`src/rtl/makina_pkg.sv`:
```
// Shared fetch types and defaults for the 16-bit core.
// Holds widths, the reset PC and the fetch FSM state encoding.
package makina_pkg;

  localparam int ADDR_W_D    = 16;
  localparam int INSTR_W_D   = 16;
  localparam int RAS_DEPTH_D = 4;

  localparam logic [15:0] RESET_PC_D = 16'h0000;

  typedef enum logic [2:0] {
    ST_IDLE,
    ST_REQ,
    ST_WAIT,
    ST_HOLD,
    ST_HALT
  } fetch_state_e;

endpackage

```
`src/rtl/fetch_ras.sv`:
```
// Circular return-address stack; overflow overwrites the oldest entry.
// top is the raw newest entry; callers qualify it with empty.
module fetch_ras
  import makina_pkg::*;
#(
  parameter int DEPTH  = RAS_DEPTH_D,
  parameter int ADDR_W = ADDR_W_D
) (
  input  logic              clk,
  input  logic              rst,
  input  logic              push,
  input  logic              pop,
  input  logic [ADDR_W-1:0] push_data,
  output logic [ADDR_W-1:0] top,
  output logic              empty
);

  localparam int PW = $clog2(DEPTH);
  localparam logic [PW:0] FULL = (PW+1)'(DEPTH);

  logic [ADDR_W-1:0] mem [DEPTH];
  logic [PW-1:0]     sp;
  logic [PW:0]       cnt;
  logic [PW-1:0]     sp_top;

  assign sp_top = sp - 1'b1;
  assign empty  = (cnt == '0);
  assign top    = mem[sp_top];

  always_ff @(posedge clk or posedge rst) begin
    if (rst) begin
      sp  <= '0;
      cnt <= '0;
      for (int i = 0; i < DEPTH; i++) begin
        mem[i] <= '0;
      end
    end else if (push && pop && !empty) begin
      // pop consumed the old top, so the push lands in its slot
      mem[sp_top] <= push_data;
    end else if (push) begin
      mem[sp] <= push_data;
      sp      <= sp + 1'b1;
      if (cnt != FULL) begin
        cnt <= cnt + 1'b1;
      end
    end else if (pop && !empty) begin
      sp  <= sp_top;
      cnt <= cnt - 1'b1;
    end
  end

endmodule

```
`src/rtl/fetch_sequencer.sv`:
```
// Fetch sequencer: PC owner, imem requester, decode handshake, redirects.
// Define FETCH_RAS_EN to add call_push/ret_pop and the return stack.
module fetch_sequencer
  import makina_pkg::*;
#(
  parameter int ADDR_W    = ADDR_W_D,
  parameter int INSTR_W   = INSTR_W_D,
  parameter int RAS_DEPTH = RAS_DEPTH_D,
  parameter logic [ADDR_W-1:0] RESET_PC = ADDR_W'(RESET_PC_D)
) (
  input  logic               clk,
  input  logic               rst,
  output logic               imem_req,
  output logic [ADDR_W-1:0]  imem_addr,
  input  logic               imem_ack,
  input  logic               imem_valid,
  input  logic [INSTR_W-1:0] imem_rdata,
  output logic               instr_valid,
  input  logic               instr_ready,
  output logic [INSTR_W-1:0] instr,
  output logic [ADDR_W-1:0]  instr_pc,
  input  logic               br_valid,
  input  logic               br_taken,
  input  logic [ADDR_W-1:0]  br_target,
  input  logic               halt,
`ifdef FETCH_RAS_EN
  input  logic               call_push,
  input  logic               ret_pop,
`endif
  output logic               halted
);

  localparam bit RAS_POW2 =
    ((RAS_DEPTH & (RAS_DEPTH - 1)) == 0);

  fetch_state_e      state, state_nx;
  logic [ADDR_W-1:0] pc, pc_nx;
  logic              squash, squash_nx;
  logic              latch;
  logic              br_take;
  logic              redirect;
  logic [ADDR_W-1:0] redirect_pc;

  assign br_take = br_valid & br_taken;

`ifdef FETCH_RAS_EN
  logic              ras_push;
  logic              ras_pop;
  logic              ras_empty;
  logic [ADDR_W-1:0] ras_top;

  // a taken branch outranks a return
  assign ras_push = br_take & call_push;
  assign ras_pop  = ret_pop & ~br_take;

  fetch_ras #(
    .DEPTH  (RAS_DEPTH),
    .ADDR_W (ADDR_W)
  ) u_ras (
    .clk       (clk),
    .rst       (rst),
    .push      (ras_push),
    .pop       (ras_pop),
    .push_data (instr_pc + 1'b1),
    .top       (ras_top),
    .empty     (ras_empty)
  );

  assign redirect    = br_take | ras_pop;
  assign redirect_pc = br_take   ? br_target :
                       ras_empty ? RESET_PC  : ras_top;
`else
  assign redirect    = br_take;
  assign redirect_pc = br_target;
`endif

  always_comb begin
    state_nx  = state;
    pc_nx     = pc;
    squash_nx = squash;
    latch     = 1'b0;
    unique case (state)
      ST_IDLE: state_nx = halt ? ST_HALT : ST_REQ;
      ST_REQ: begin
        if (imem_ack) begin
          state_nx  = ST_WAIT;
          squash_nx = redirect;
        end
      end
      ST_WAIT: begin
        if (imem_valid) begin
          if (squash || redirect) begin
            squash_nx = 1'b0;
            state_nx  = ST_REQ;
          end else begin
            latch    = 1'b1;
            state_nx = ST_HOLD;
          end
        end else if (redirect) begin
          squash_nx = 1'b1;
        end
      end
      ST_HOLD: begin
        if (redirect) begin
          state_nx = ST_REQ;
        end else if (instr_ready) begin
          pc_nx    = pc + 1'b1;
          state_nx = halt ? ST_HALT : ST_REQ;
        end
      end
      ST_HALT: begin
        if (!halt) begin
          state_nx = ST_REQ;
        end
      end
      default: state_nx = ST_IDLE;
    endcase
    if (redirect) begin
      pc_nx = redirect_pc;
    end
  end

  always_ff @(posedge clk or posedge rst) begin
    if (rst) begin
      state    <= ST_IDLE;
      pc       <= RESET_PC;
      squash   <= 1'b0;
      instr    <= '0;
      instr_pc <= '0;
    end else begin
      state  <= state_nx;
      pc     <= pc_nx;
      squash <= squash_nx;
      if (latch) begin
        instr    <= imem_rdata;
        instr_pc <= pc;
      end
    end
  end

  assign imem_req    = (state == ST_REQ);
  assign imem_addr   = pc;
  assign instr_valid = (state == ST_HOLD);
  assign halted      = (state == ST_HALT);

  // read data may only arrive while a request is outstanding
  always @(posedge clk) begin
    if (!rst) begin
      assert (RAS_POW2 && (!imem_valid || state == ST_WAIT));
    end
  end

endmodule

```
`config.mk`:
```
export PLATFORM = sky130hd
export DESIGN_NAME = fetch_sequencer
export DESIGN_NICKNAME = d
export VERILOG_FILES = /design/src/rtl/makina_pkg.sv /design/src/rtl/fetch_ras.sv /design/src/rtl/fetch_sequencer.sv
export SDC_FILE = /design/constraint.sdc
export NUM_CORES = 1
export LEC_CHECK = 0
export ABC_AREA = 1
export CORE_ASPECT_RATIO = 1.1
export CORE_MARGIN = 2
export CORE_UTILIZATION = 47
export CTS_BUF_LIST = sky130_fd_sc_hd__clkbuf_8
export CTS_CLUSTER_DIAMETER = 120
export DETAILED_ROUTE_END_ITERATION = 7
export PLACE_DENSITY = 0.79
export SLEW_MARGIN = 20
export SYNTH_ARGS = -nofsm -noshare
export SYNTH_HDL_FRONTEND = slang
export SYNTH_HIERARCHICAL = 1
export SYNTH_SLANG_ARGS = --single-unit
```
`constraint.sdc`:
```
create_clock -name clk -period 2 [get_ports clk]
set_input_delay 0.4 -clock clk [delete_from_list [all_inputs] [get_ports clk]]
set_output_delay 0.4 -clock clk [all_outputs]
set_load 0.01 [all_outputs]
```
==> results.md <==
- Core ar.: 0.005697 mm2
- DR vias/cell: 4.892
- Flop2flop setup slack: 0.40 ns
- Register area share after synthesis: 47.66%
- Iteration-0 DRC Markers: 196
- Crit-path leading delay family: buffers and inverters
- H-Tree Depth: 2
- Reg2reg start: state[0]$_DFFE_PP0P_
- Pin count of the biggest net entering global routing: 35
- Nets@finish: 518
- RSZ-0062 raised after global routing: false
- CP Cell Sequence: nor2_4 > nand2_1 > inv_1 > clkdlybuf4s50_1
- Starting Density: 47.92%
- Syn Nets: 418
- Final cell count without fillers: 554
- Clock sink total: 52
- Clk buf depth: 2
- Hold Path Class: in2async
- Crit Path Category: reg2out
- CP startpoint: state[0]$_DFFE_PP0P_
- Die extent in x: 76.67 um
- CP Launch Type: flip-flop
- Leakage power figure: 0.001967 uW
- Final wirelength: 6843 um
- Cell count after placement: 544
- Port buffer count: 90
- Peak Freq: 515.2 MHz
- Synth warn: 6
- Total Neg Setup Slack: 0 ns
- Final hold violations: 0
- Ratio of final minimum period to clock period: 97.05%
- Die area: 0.006435 mm2
- Num CTS Buffers: 5
- Final ANT Viol Nets: 0
- Crit path DAT: 1.54 ns
- First drt pass iteration count: 5
- Critical Path RT: 1.60 ns
- Slew Viols, Final: 0
- Crit-path slowest cell: clkdlybuf4s50_1
- # IOs: 91
- Yosys cell types: 26
- Global placer's final weighted congestion: 0.8344
- Synth Instances: 377
- Initial antenna violation count: 0
- # fillers: 501
- Clk_lat worst skew: 0.31 ns
- DP Wirelength: 5064 um
- Vias in the first global route: 2,605
- Post-synth top area share: 47.66%
- Seq cells post-synth: 52
- Top cell type by total area after synthesis: dfrtp_1
- Die Y: 83.94 um
- First-pass GRT wire length: 11,650 um
- Drt wl/cell: 12.35 um
- Clock transition at the registers of the reported paths: 0.09 ns
- Top cells by area, synth: dfrtp_1, nand2_1, o21ai_0
- Final setup fails: 0
- Crit. End Element: primary output
- Area of the mapped netlist: 0.002730 mm2
- Syn-to-layout area delta: 43.08%
- Tot GR Track Use: 22.12%
- Via Count: 2,710
- Clk_skew: 0.007076 ns
- # hold bufs at CTS: 0
- Final min period: 1.941 ns
- Crit-path max FO: 4
- CTS tree: built
- Slowest stage delay, CP: 0.52 ns
- Pwr dens: 1337 mW/mm2
- CP Buf/Inv Count: 2
- Total congestion overflow: 0
- Peak supply drop: 0.0007226 V
- Reg2Reg Depth: 7
- Status: finished clean
- CTS Root Cell: clkbuf_8
- Total of max-cap violations: 0
- Share of layout cells above drive strength 1: 7.338%
- DRC Markers: 0
- Worst-Margin Slew: 0.4429 ns
- Synth Area per Inst: 7.242 um2
- Crit path to: halted
- Slew margin rel.: 70.47%
- Row count: 29
- Worst R2R End: instr[13]$_DFFE_PP0P_
- Worst path depth: 4
- # diodes: 0
## layer usage
metal	up-vias	global-route usage (%)	share of wire [%]
met5	-	0	0
met4	0	7.273	1.3
met3	9	3.896	3.8
met2	72	38.12	49
met1	1251	28.08	46
li1	1378	-	-
## area by class of cell
type	count	area [um2]	area share (%)
sequential	52	1303	33.34
tap	77	96.34	2.466
inverter	40	150.1	3.844
timing repair buffer	105	1015	25.98
multi-input combinational	273	1214	31.07
clock inverter	2	60.06	1.537
clock buffer	5	68.82	1.762
## flip-flops by register name, summed over array words and instances, names as in the netlist
signal / cells
instr: 16
imem_addr: 16
squash: 1
instr_pc: 16
state: 3
## worst register-to-register path: stages, from the launching register on
cell and delay (ns):
dfrtp_1 0.45, inv_1 0.13, nand3_2 0.12, nor2_2 0.13, nand2_2 0.10, buf_4 0.23
o21ai_0 0.22, nand2_1 0.08
## synthesized netlist by cell type, drive strengths merged
cell type,n
buf,5
clkbuf,7
dfrtp,52
ha,1
inv,40
nand2,159
nand3,29
nand4,4
nor2,25
nor3,2
o211ai,1
o21a,1
o21ai,43
o21bai,3
o31ai,1
or2,1
xnor2,1
xor2,2
## per-stage QoR
| stage | power (uW) | worst slack, ns | cell area, um2 | hold slack (ns) | utilization, % |
|---|---|---|---|---|---|
| floorplan | 3065 | 0.3421 | 2730 | 0.4412 | - |
| global placement | 4276 | 0.2140 | 3745 | 0.4589 | 65.74 |
| detailed placement | 4368 | 0.1139 | 3745 | 0.4648 | 65.74 |
| CTS | 5195 | 0.005353 | 3872 | 0.4414 | 67.98 |
| global route | 5621 | 0.006416 | 3906 | 0.4544 | 68.57 |
| finish | 5222 | 0.05894 | 3906 | 0.4367 | 68.57 |
## cell families after synthesis
logic type	after synthesis	synth area share, %
and+or+nand+nor	220	33.04
buffers and inverters	52	8.158
DFF	52	47.66
AOI/OAI and AO/OA	49	9.716
xor gates and xnor gates	3	0.9626
adders and majority gates	1	0.4582
## placed cells by master, fill, tap and decap left out, types with 3 or more instances in the layout
cell type	n
buf_4	15
clkbuf_8	5
clkdlybuf4s50_1	88
dfrtp_1	51
inv_1	37
inv_2	3
nand2_1	157
nand3_1	28
nand4_1	4
nor2_1	22
o21ai_0	43
o21bai_1	3
## power by group
part	switching, uW	internal, uW
Clock	344	492
Sequential	447	1520
Combinational	1150	1270
Total	1940	3280
## worst min path at each step
stage                     depth (start not counted)  slack (ns)                        to               start
after floorplan                                   2        0.44        squash$_DFFE_PP0P_  squash$_DFFE_PP0P_
after detailed placement                          2        0.46        squash$_DFFE_PP0P_  squash$_DFFE_PP0P_
final                                             3        0.44      instr[1]$_DFFE_PP0P_                 rst
after global routing                              3        0.45  instr_pc[10]$_DFFE_PP0P_                 rst
after CTS                                         3        0.44     instr[15]$_DFFE_PP0P_                 rst
after global placement                            2        0.46        squash$_DFFE_PP0P_  squash$_DFFE_PP0P_
## what timing repair did
action	in CTS	in global routing
setup endpoints to repair	2	2
gates resized for setup	2	4
pin swaps	0	0
buffers inserted	0	3
Power figures use the tool's default switching activity.
